### src/rtl/eth_pll_phase_ctrl_if.sv
// Command channel between the CSR block (master) and the PLL phase controller (slave).
// Handshake: a command transfers on a refclk edge where cmd_valid & cmd_ready are both 1;
// the master holds cmd_ch/cmd_dir/cmd_steps stable while cmd_valid is 1 and cmd_ready is 0.
interface eth_pll_phase_ctrl_if #(
  parameter int STEP_W = 8
);
  logic              cmd_valid;
  logic              cmd_ready;
  logic [4:0]        cmd_ch;
  logic              cmd_dir;
  logic [STEP_W-1:0] cmd_steps;

  modport master (
    output cmd_valid, cmd_ch, cmd_dir, cmd_steps,
    input  cmd_ready
  );

  modport slave (
    input  cmd_valid, cmd_ch, cmd_dir, cmd_steps,
    output cmd_ready
  );
endinterface

### src/rtl/eth_pll_phase_ctrl.sv
// Ethernet PLL runtime controller: PLL reset/lock qualification plus per-channel dynamic phase stepping.
// Optional macro ETH_PLL_AUTO_RELOCK_EN: lock loss re-resets the PLL and clears every phase accumulator.
module eth_pll_phase_ctrl #(
  parameter int NUM_CH    = 6,
  parameter int STEP_W    = 8,
  parameter int PHASE_W   = 10,
  parameter int RST_CYC   = 8,
  parameter int LOCK_FILT = 16,
  parameter int DONE_TMO  = 1024
) (
  input  logic                       refclk,
  input  logic                       rst,
  eth_pll_phase_ctrl_if.slave        cmd,
  input  logic                       pll_locked_i,
  output logic                       pll_rst_o,
  output logic                       phase_en_o,
  output logic                       updn_o,
  output logic [4:0]                 cntsel_o,
  input  logic                       phase_done_i,
  output logic                       locked_o,
  output logic                       busy_o,
  output logic                       done_o,
  output logic                       err_badch_o,
  output logic                       err_tmo_o,
  output logic [NUM_CH*PHASE_W-1:0]  ch_phase_o,
  output logic [2:0]                 state_o
);

  typedef enum logic [2:0] {
    RESET_PLL = 3'd0,
    WAIT_LOCK = 3'd1,
    IDLE      = 3'd2,
    STEP_EN   = 3'd3,
    STEP_WAIT = 3'd4,
    STEP_GAP  = 3'd5
  } state_e;

  localparam int RC_W = (RST_CYC > 2) ? $clog2(RST_CYC) : 1;
  localparam int LF_W = $clog2(LOCK_FILT + 1);
  localparam int TM_W = $clog2(DONE_TMO + 1);

  localparam logic [RC_W-1:0] RST_LAST  = RC_W'(RST_CYC - 1);
  localparam logic [LF_W-1:0] FILT_LAST = LF_W'(LOCK_FILT - 1);
  localparam logic [TM_W-1:0] TMO_LAST  = TM_W'(DONE_TMO - 1);
  localparam logic [4:0]      NUM_CH5   = 5'(NUM_CH);

  state_e            state_q, state_d;
  logic [RC_W-1:0]   rst_cnt_q, rst_cnt_d;
  logic [LF_W-1:0]   filt_q, filt_d;
  logic [TM_W-1:0]   tmo_q, tmo_d;
  logic              en_cnt_q, en_cnt_d;
  logic [STEP_W-1:0] rem_q, rem_d;
  logic [4:0]        ch_q, ch_d;
  logic              dir_q, dir_d;

  logic lock_s1_q, lock_s2_q;
  logic pd_s1_q, pd_s2_q, pd_s3_q, pd_edge_q;

  logic pll_rst_q, phase_en_q, cmd_ready_q, locked_q, busy_q;
  logic done_q, done_d, badch_q, badch_d, tmo_err_q, tmo_err_d;
  logic acc_clr, acc_step;

  // Both PLL status pins are asynchronous; phase_done gets an extra stage for edge detection.
  always_ff @(posedge refclk or posedge rst) begin
    if (rst) begin
      lock_s1_q <= 1'b0;
      lock_s2_q <= 1'b0;
      pd_s1_q   <= 1'b0;
      pd_s2_q   <= 1'b0;
      pd_s3_q   <= 1'b0;
      pd_edge_q <= 1'b0;
    end else begin
      lock_s1_q <= pll_locked_i;
      lock_s2_q <= lock_s1_q;
      pd_s1_q   <= phase_done_i;
      pd_s2_q   <= pd_s1_q;
      pd_s3_q   <= pd_s2_q;
      pd_edge_q <= pd_s2_q & ~pd_s3_q;
    end
  end

  always_ff @(posedge refclk or posedge rst) begin
    if (rst) begin
      state_q   <= RESET_PLL;
      rst_cnt_q <= '0;
      filt_q    <= '0;
      tmo_q     <= '0;
      en_cnt_q  <= 1'b0;
      rem_q     <= '0;
      ch_q      <= '0;
      dir_q     <= 1'b0;
    end else begin
      state_q   <= state_d;
      rst_cnt_q <= rst_cnt_d;
      filt_q    <= filt_d;
      tmo_q     <= tmo_d;
      en_cnt_q  <= en_cnt_d;
      rem_q     <= rem_d;
      ch_q      <= ch_d;
      dir_q     <= dir_d;
    end
  end

  always_comb begin
    state_d   = state_q;
    rst_cnt_d = rst_cnt_q;
    filt_d    = filt_q;
    tmo_d     = tmo_q;
    en_cnt_d  = en_cnt_q;
    rem_d     = rem_q;
    ch_d      = ch_q;
    dir_d     = dir_q;
    done_d    = 1'b0;
    badch_d   = 1'b0;
    tmo_err_d = 1'b0;
    acc_clr   = 1'b0;
    acc_step  = 1'b0;

    case (state_q)
      RESET_PLL: begin
        acc_clr = 1'b1;
        if (rst_cnt_q == RST_LAST) begin
          state_d = WAIT_LOCK;
          filt_d  = '0;
        end else begin
          rst_cnt_d = rst_cnt_q + RC_W'(1);
        end
      end

      WAIT_LOCK: begin
        if (!lock_s2_q) begin
          filt_d = '0;
        end else if (filt_q == FILT_LAST) begin
          state_d = IDLE;
        end else begin
          filt_d = filt_q + LF_W'(1);
        end
      end

      default: begin
        // Lock loss outranks everything else, including a coincident phase_done edge.
        if (!lock_s2_q) begin
`ifdef ETH_PLL_AUTO_RELOCK_EN
          state_d   = RESET_PLL;
          rst_cnt_d = '0;
`else
          state_d   = WAIT_LOCK;
          filt_d    = '0;
`endif
        end else begin
          case (state_q)
            IDLE: begin
              if (cmd.cmd_valid) begin
                if (cmd.cmd_ch >= NUM_CH5) begin
                  badch_d = 1'b1;
                end else if (cmd.cmd_steps == '0) begin
                  done_d = 1'b1;
                end else begin
                  ch_d     = cmd.cmd_ch;
                  dir_d    = cmd.cmd_dir;
                  rem_d    = cmd.cmd_steps;
                  en_cnt_d = 1'b0;
                  state_d  = STEP_EN;
                end
              end
            end

            STEP_EN: begin
              if (en_cnt_q) begin
                state_d = STEP_WAIT;
                tmo_d   = '0;
              end else begin
                en_cnt_d = 1'b1;
              end
            end

            STEP_WAIT: begin
              if (pd_edge_q) begin
                acc_step = 1'b1;
                rem_d    = rem_q - STEP_W'(1);
                if (rem_q == STEP_W'(1)) begin
                  done_d  = 1'b1;
                  state_d = IDLE;
                end else begin
                  state_d = STEP_GAP;
                end
              end else if (tmo_q == TMO_LAST) begin
                tmo_err_d = 1'b1;
                state_d   = IDLE;
              end else begin
                tmo_d = tmo_q + TM_W'(1);
              end
            end

            STEP_GAP: begin
              en_cnt_d = 1'b0;
              state_d  = STEP_EN;
            end

            default: state_d = RESET_PLL;
          endcase
        end
      end
    endcase
  end

  // Every status output is a flop loaded from the next state, so it lines up with state_q.
  always_ff @(posedge refclk or posedge rst) begin
    if (rst) begin
      pll_rst_q   <= 1'b1;
      phase_en_q  <= 1'b0;
      cmd_ready_q <= 1'b0;
      locked_q    <= 1'b0;
      busy_q      <= 1'b1;
      done_q      <= 1'b0;
      badch_q     <= 1'b0;
      tmo_err_q   <= 1'b0;
    end else begin
      pll_rst_q   <= (state_d == RESET_PLL);
      phase_en_q  <= (state_d == STEP_EN);
      cmd_ready_q <= (state_d == IDLE);
      locked_q    <= (state_d == IDLE) || (state_d == STEP_EN) ||
                     (state_d == STEP_WAIT) || (state_d == STEP_GAP);
      busy_q      <= (state_d != IDLE);
      done_q      <= done_d;
      badch_q     <= badch_d;
      tmo_err_q   <= tmo_err_d;
    end
  end

  for (genvar n = 0; n < NUM_CH; n++) begin : g_acc
    logic [PHASE_W-1:0] acc_q;

    always_ff @(posedge refclk or posedge rst) begin
      if (rst) begin
        acc_q <= '0;
      end else if (acc_clr) begin
        acc_q <= '0;
      end else if (acc_step && (ch_q == 5'(n))) begin
        acc_q <= dir_q ? acc_q + PHASE_W'(1) : acc_q - PHASE_W'(1);
      end
    end

    assign ch_phase_o[n*PHASE_W +: PHASE_W] = acc_q;
  end

  assign cmd.cmd_ready = cmd_ready_q;
  assign pll_rst_o     = pll_rst_q;
  assign phase_en_o    = phase_en_q;
  assign updn_o        = dir_q;
  assign cntsel_o      = ch_q;
  assign locked_o      = locked_q;
  assign busy_o        = busy_q;
  assign done_o        = done_q;
  assign err_badch_o   = badch_q;
  assign err_tmo_o     = tmo_err_q;
  assign state_o       = state_q;

endmodule

### src/flat_wrapper.sv
// flat-port wrapper written by rule: the top's interface ports become plain ports
module eth_pll_phase_ctrl_flat 
#(
  parameter int NUM_CH    = 6,
  parameter int STEP_W    = 8,
  parameter int PHASE_W   = 10,
  parameter int RST_CYC   = 8,
  parameter int LOCK_FILT = 16,
  parameter int DONE_TMO  = 1024
)
  (refclk, rst, pll_locked_i, pll_rst_o, phase_en_o, updn_o, cntsel_o, phase_done_i, locked_o, busy_o, done_o, err_badch_o, err_tmo_o, ch_phase_o, state_o, cmd_cmd_valid, cmd_cmd_ch, cmd_cmd_dir, cmd_cmd_steps, cmd_cmd_ready);
  eth_pll_phase_ctrl_if #(.STEP_W(STEP_W)) cmd_i ();
  input  logic refclk;
  input  logic rst;
  input  logic pll_locked_i;
  output logic pll_rst_o;
  output logic phase_en_o;
  output logic updn_o;
  output logic [4:0] cntsel_o;
  input  logic phase_done_i;
  output logic locked_o;
  output logic busy_o;
  output logic done_o;
  output logic err_badch_o;
  output logic err_tmo_o;
  output logic [NUM_CH*PHASE_W-1:0] ch_phase_o;
  output logic [2:0] state_o;
  input wire logic [$bits(cmd_i.cmd_valid)-1:0] cmd_cmd_valid;
  input wire logic [$bits(cmd_i.cmd_ch)-1:0] cmd_cmd_ch;
  input wire logic [$bits(cmd_i.cmd_dir)-1:0] cmd_cmd_dir;
  input wire logic [$bits(cmd_i.cmd_steps)-1:0] cmd_cmd_steps;
  output wire logic [$bits(cmd_i.cmd_ready)-1:0] cmd_cmd_ready;
  assign cmd_i.cmd_valid = cmd_cmd_valid;
  assign cmd_i.cmd_ch = cmd_cmd_ch;
  assign cmd_i.cmd_dir = cmd_cmd_dir;
  assign cmd_i.cmd_steps = cmd_cmd_steps;
  assign cmd_cmd_ready = cmd_i.cmd_ready;
  eth_pll_phase_ctrl #(.NUM_CH(NUM_CH), .STEP_W(STEP_W), .PHASE_W(PHASE_W), .RST_CYC(RST_CYC), .LOCK_FILT(LOCK_FILT), .DONE_TMO(DONE_TMO)) u_core (.refclk(refclk), .rst(rst), .cmd(cmd_i), .pll_locked_i(pll_locked_i), .pll_rst_o(pll_rst_o), .phase_en_o(phase_en_o), .updn_o(updn_o), .cntsel_o(cntsel_o), .phase_done_i(phase_done_i), .locked_o(locked_o), .busy_o(busy_o), .done_o(done_o), .err_badch_o(err_badch_o), .err_tmo_o(err_tmo_o), .ch_phase_o(ch_phase_o), .state_o(state_o));
endmodule
### config.mk
export PLATFORM = sky130hd
export DESIGN_NAME = eth_pll_phase_ctrl_flat
export DESIGN_NICKNAME = d
export VERILOG_FILES = /design/src/rtl/eth_pll_phase_ctrl_if.sv /design/src/rtl/eth_pll_phase_ctrl.sv /design/src/flat_wrapper.sv
export SDC_FILE = /design/constraint.sdc
export NUM_CORES = 1
export LEC_CHECK = 0
export ABC_CLOCK_PERIOD_IN_PS = 4100
export CORE_UTILIZATION = 41
export DETAILED_ROUTE_END_ITERATION = 16
export PLACE_DENSITY = 0.71
export SYNTH_ARGS = -nofsm -noshare
export SYNTH_HDL_FRONTEND = slang
export SYNTH_SLANG_ARGS = --single-unit
export TNS_END_PERCENT = 20
### constraint.sdc
create_clock -name refclk -period 4.1 [get_ports refclk]
set_clock_uncertainty 0.15 [all_clocks]
set_input_delay 0.82 -clock refclk [delete_from_list [all_inputs] [get_ports refclk]]
set_output_delay 0.82 -clock refclk [all_outputs]
set_load 0.01 [all_outputs]
==> impl_metrics.json <==
{
  "cts.sink_count": 111,
  "grt.total_usage": 0.1926,
  "setup-violations-final": 0,
  "final_util": 0.5148,
  "synth-seq-cells": 111,
  "placed_cell_area_um2": 8333,
  "cts.repair_timing.setup_buffer_count": 0,
  "tritoncts.num_buffers": 9,
  "detail_route.drc_violations": 0,
  "finalWorstPathRequiredPeriod_ns": 3.311,
  "relSlewSlack": 0.3764,
  "grt_max_degree": 89,
  "syn_area_um2": 7131,
  "worstSkewPairLatency_ns": 0.36,
  "die_width_um": 133.9,
  "fp-row-count": 47,
  "core_um2": 16760,
  "postSynth.asyncResetShare": 1.000,
  "timing.critical_path.cells": "inv_2 -> buf_4 -> ha_1 -> a211oi_1 -> o21bai_1 -> o31ai_1 -> mux2i_1 -> a31oi_1 -> a31oi_1",
  "synthesis.yosys.warnings": 0,
  "wire_length_of_the_first_global_routing_pass_mm": 27.79,
  "globalRoute.totalOverflow": 0,
  "antenna_violations_before_repair": 0,
  "synth_flop_cell": "dfrtp_1",
  "io_buffer_count": 95,
  "cts_tree": "done",
  "maxCapViolations": 0,
  "synth.avg_cell_area_um2": 9.321,
  "crit_slowest_cell": "inv_2",
  "post_cts_hold_buffer_count": 0,
  "vdd.ir_drop.worst_v": 0.0001923,
  "dp_hpwl_mm": 11.99,
  "synth-edff-count": 0,
  "detail_route.vias_per_cell": 5.638,
  "antenna_violating_nets_left": 0,
  "power.static_leakage_nw": 3.942,
  "outcome": "finished clean",
  "via_count_of_the_first_global_routing_pass": 5506,
  "setup_total_negative_slack_ns": 0,
  "worst-path-max-fanout": 40,
  "fmax_mhz": 302.1,
  "clock_path_buffers": 2,
  "crit_path_frequent_cell": "a31oi_1",
  "post_route_cells_drive_above_1_share": 0.06177,
  "synth_seq_area_share": 0.3899,
  "crit_path_start_kind": "flip-flop",
  "gp_routability_congestion": 0.8347,
  "synth_nets": 845,
  "grt_setup_unrepaired": "no",
  "worst_setup_path_end_kind": "flip-flop",
  "drt-total-wl_mm": 16.71,
  "ctsRootBufferMaster": "clkbuf_16",
  "pwr_density_cell_nw_per_um2": 239.2,
  "timing.final.hold_violations": 0,
  "timing_worst_slew_pin_value_ns": 0.9322,
  "ys_types": 68,
  "h-tree-depth": 3,
  "diodes": 0,
  "clk_transition_reported_paths_ns": 0.08,
  "drtPass1Iterations": 5,
  "fin_nets": 933,
  "final.period_utilization": 0.8075,
  "num_io_pins": 96,
  "detail_route.iter0.violations": 382,
  "critPathRequiredTime_ns": 4.23,
  "layout_common_cells": "109 x dfrtp_1, 95 x clkdlybuf4s50_1, 83 x o21ai_0",
  "timing.final.max_slew_violations": 0,
  "design_power_total_w": 0.002064,
  "design.die.area_um2": 17920,
  "vias": 6078,
  "initial_utilization": 0.4255,
  "worst_hold_path_type": "reg -> reg",
  "layout-area-overhead-vs-synth_pct": 21.00,
  "postSynthCellCount": 765,
  "die_h_um": 133.9,
  "delay_of_the_slowest_cell_on_the_worst_path_ns": 0.66,
  "critical_path_class": "reg -> reg",
  "dr_wl_cell_um": 15.50,
  "cts_resized": 0,
  "worst_ep_arrival_time_ns": 3.44,
  "layout.cell_area.non_filler_um2": 8628,
  "layout_commonest_cell": "dfrtp_1"
}
==> stage by stage <==
stage	std cells	setup slack, ns	hold WS (ns)
after detailed placement	1062	0.7800	0.1847
after global placement	1062	0.8975	0.1826
after global routing	1078	0.5122	0.2212
after CTS	1078	0.7632	0.2016
final	1078	0.7893	0.1989
after floorplan	765	0.2027	0.1812
==> synth_stat cells, types with 3 or more instances <==
cell	instances	area, um2
a211oi_1	13	97.59
a21o_1	26	195.2
a21oi_1	43	215.2
a311oi_1	6	52.55
a31o_2	3	26.28
a31oi_1	12	75.07
and2_1	5	31.28
and3_1	10	62.56
buf_1	4	15.01
buf_2	6	30.03
clkbuf_1	18	67.56
dfrtp_1	109	2728
fa_1	6	120.1
ha_1	55	688.2
inv_1	19	71.32
mux2_2	6	67.56
mux2i_1	10	100.1
nand2_1	56	210.2
nand2b_1	7	43.79
nand3_1	65	325.3
nand3b_1	3	22.52
nor2_1	38	142.6
nor2b_1	5	31.28
nor3_1	15	75.07
nor3b_1	15	112.6
nor4_1	4	25.02
nor4b_1	5	43.79
o21a_1	7	52.55
o21ai_0	83	415.4
o21bai_1	12	90.09
o31ai_1	11	82.58
o41ai_1	4	35.03
or3_1	4	25.02
xnor2_1	14	122.6
xor2_1	21	183.9
==> power by group <==
group / total [W] / internal, W / switching (W)
logic: 0.0000560 / 0.0000234 / 0.0000325
clock network: 0.000903 / 0.000476 / 0.000427
registers: 0.00110 / 0.00110 / 0.00000575
total: 0.00206 / 0.00160 / 0.000465
==> state kept, by name (all words and copies together) (netlist names), 3 cells and up <==
signal and count:
u_core.g_acc.acc_q 60, u_core.cntsel_o 5, u_core.filt_q 5, u_core.state_o 3, u_core.rst_cnt_q 3, u_core.tmo_q 11
u_core.rem_q 8
==> cell families after synthesis <==
logic type               count (synthesis)  share of synthesized area
AO/OA/AOI/OAI                          242                     0.2139
XOR/XNOR                                35                    0.04299
adder cells (fa/ha/maj)                 61                     0.1134
buffers and inverters                   50                    0.02948
flip-flops                             111                     0.3899
multiplexers                            16                    0.02351
AND/OR/NAND/NOR                        250                     0.1869
==> per-layer routing <==
metal / vias to the layer above / track usage / part of all wire / routed length (um)
met5: - / 0 / 0 / 0
met4: 0 / 0.04672 / 0.012 / 204
met3: 16 / 0.03364 / 0.048 / 795
met2: 140 / 0.3028 / 0.46 / 7643
met1: 2894 / 0.2740 / 0.48 / 8068
li1: 3028 / - / - / -
==> layout make-up <==
type	instances	area, um2
fill	1514	8132
multi-input combinational	604	4143
sequential	111	2780
timing repair buffer	108	1061
tap	220	275.3
clock buffer	9	225.2
inverter	19	73.82
clock inverter	7	70.07
==> worst max-delay path, delay by kind of cell, from the launching register on <==
family                     cells  cell delay (ns)
AOI/OAI and AO/OA              5             1.11
adders and majority gates      1             0.25
buffers and inverters          2             0.96
DFF                            1             0.48
muxes                          1             0.29
==> worst paths after layout <==
kind                            slack (ns)  cells past startpoint            from                        to
worst max-delay path                  0.79                      9   u_core.updn_o  u_core.g_acc[4].acc_q[9]
worst min-delay path                  0.20                      0  u_core.pd_s1_q            u_core.pd_s2_q
worst max register to register        0.79                      9   u_core.updn_o  u_core.g_acc[4].acc_q[9]
worst min register to register        0.20                      0  u_core.pd_s1_q            u_core.pd_s2_q
max in group asynchronous             2.40                      3             rst          u_core.pll_rst_o
min in group asynchronous             0.63                      2             rst           u_core.rem_q[2]
No activity file was read; power rests on OpenSTA's default activity.
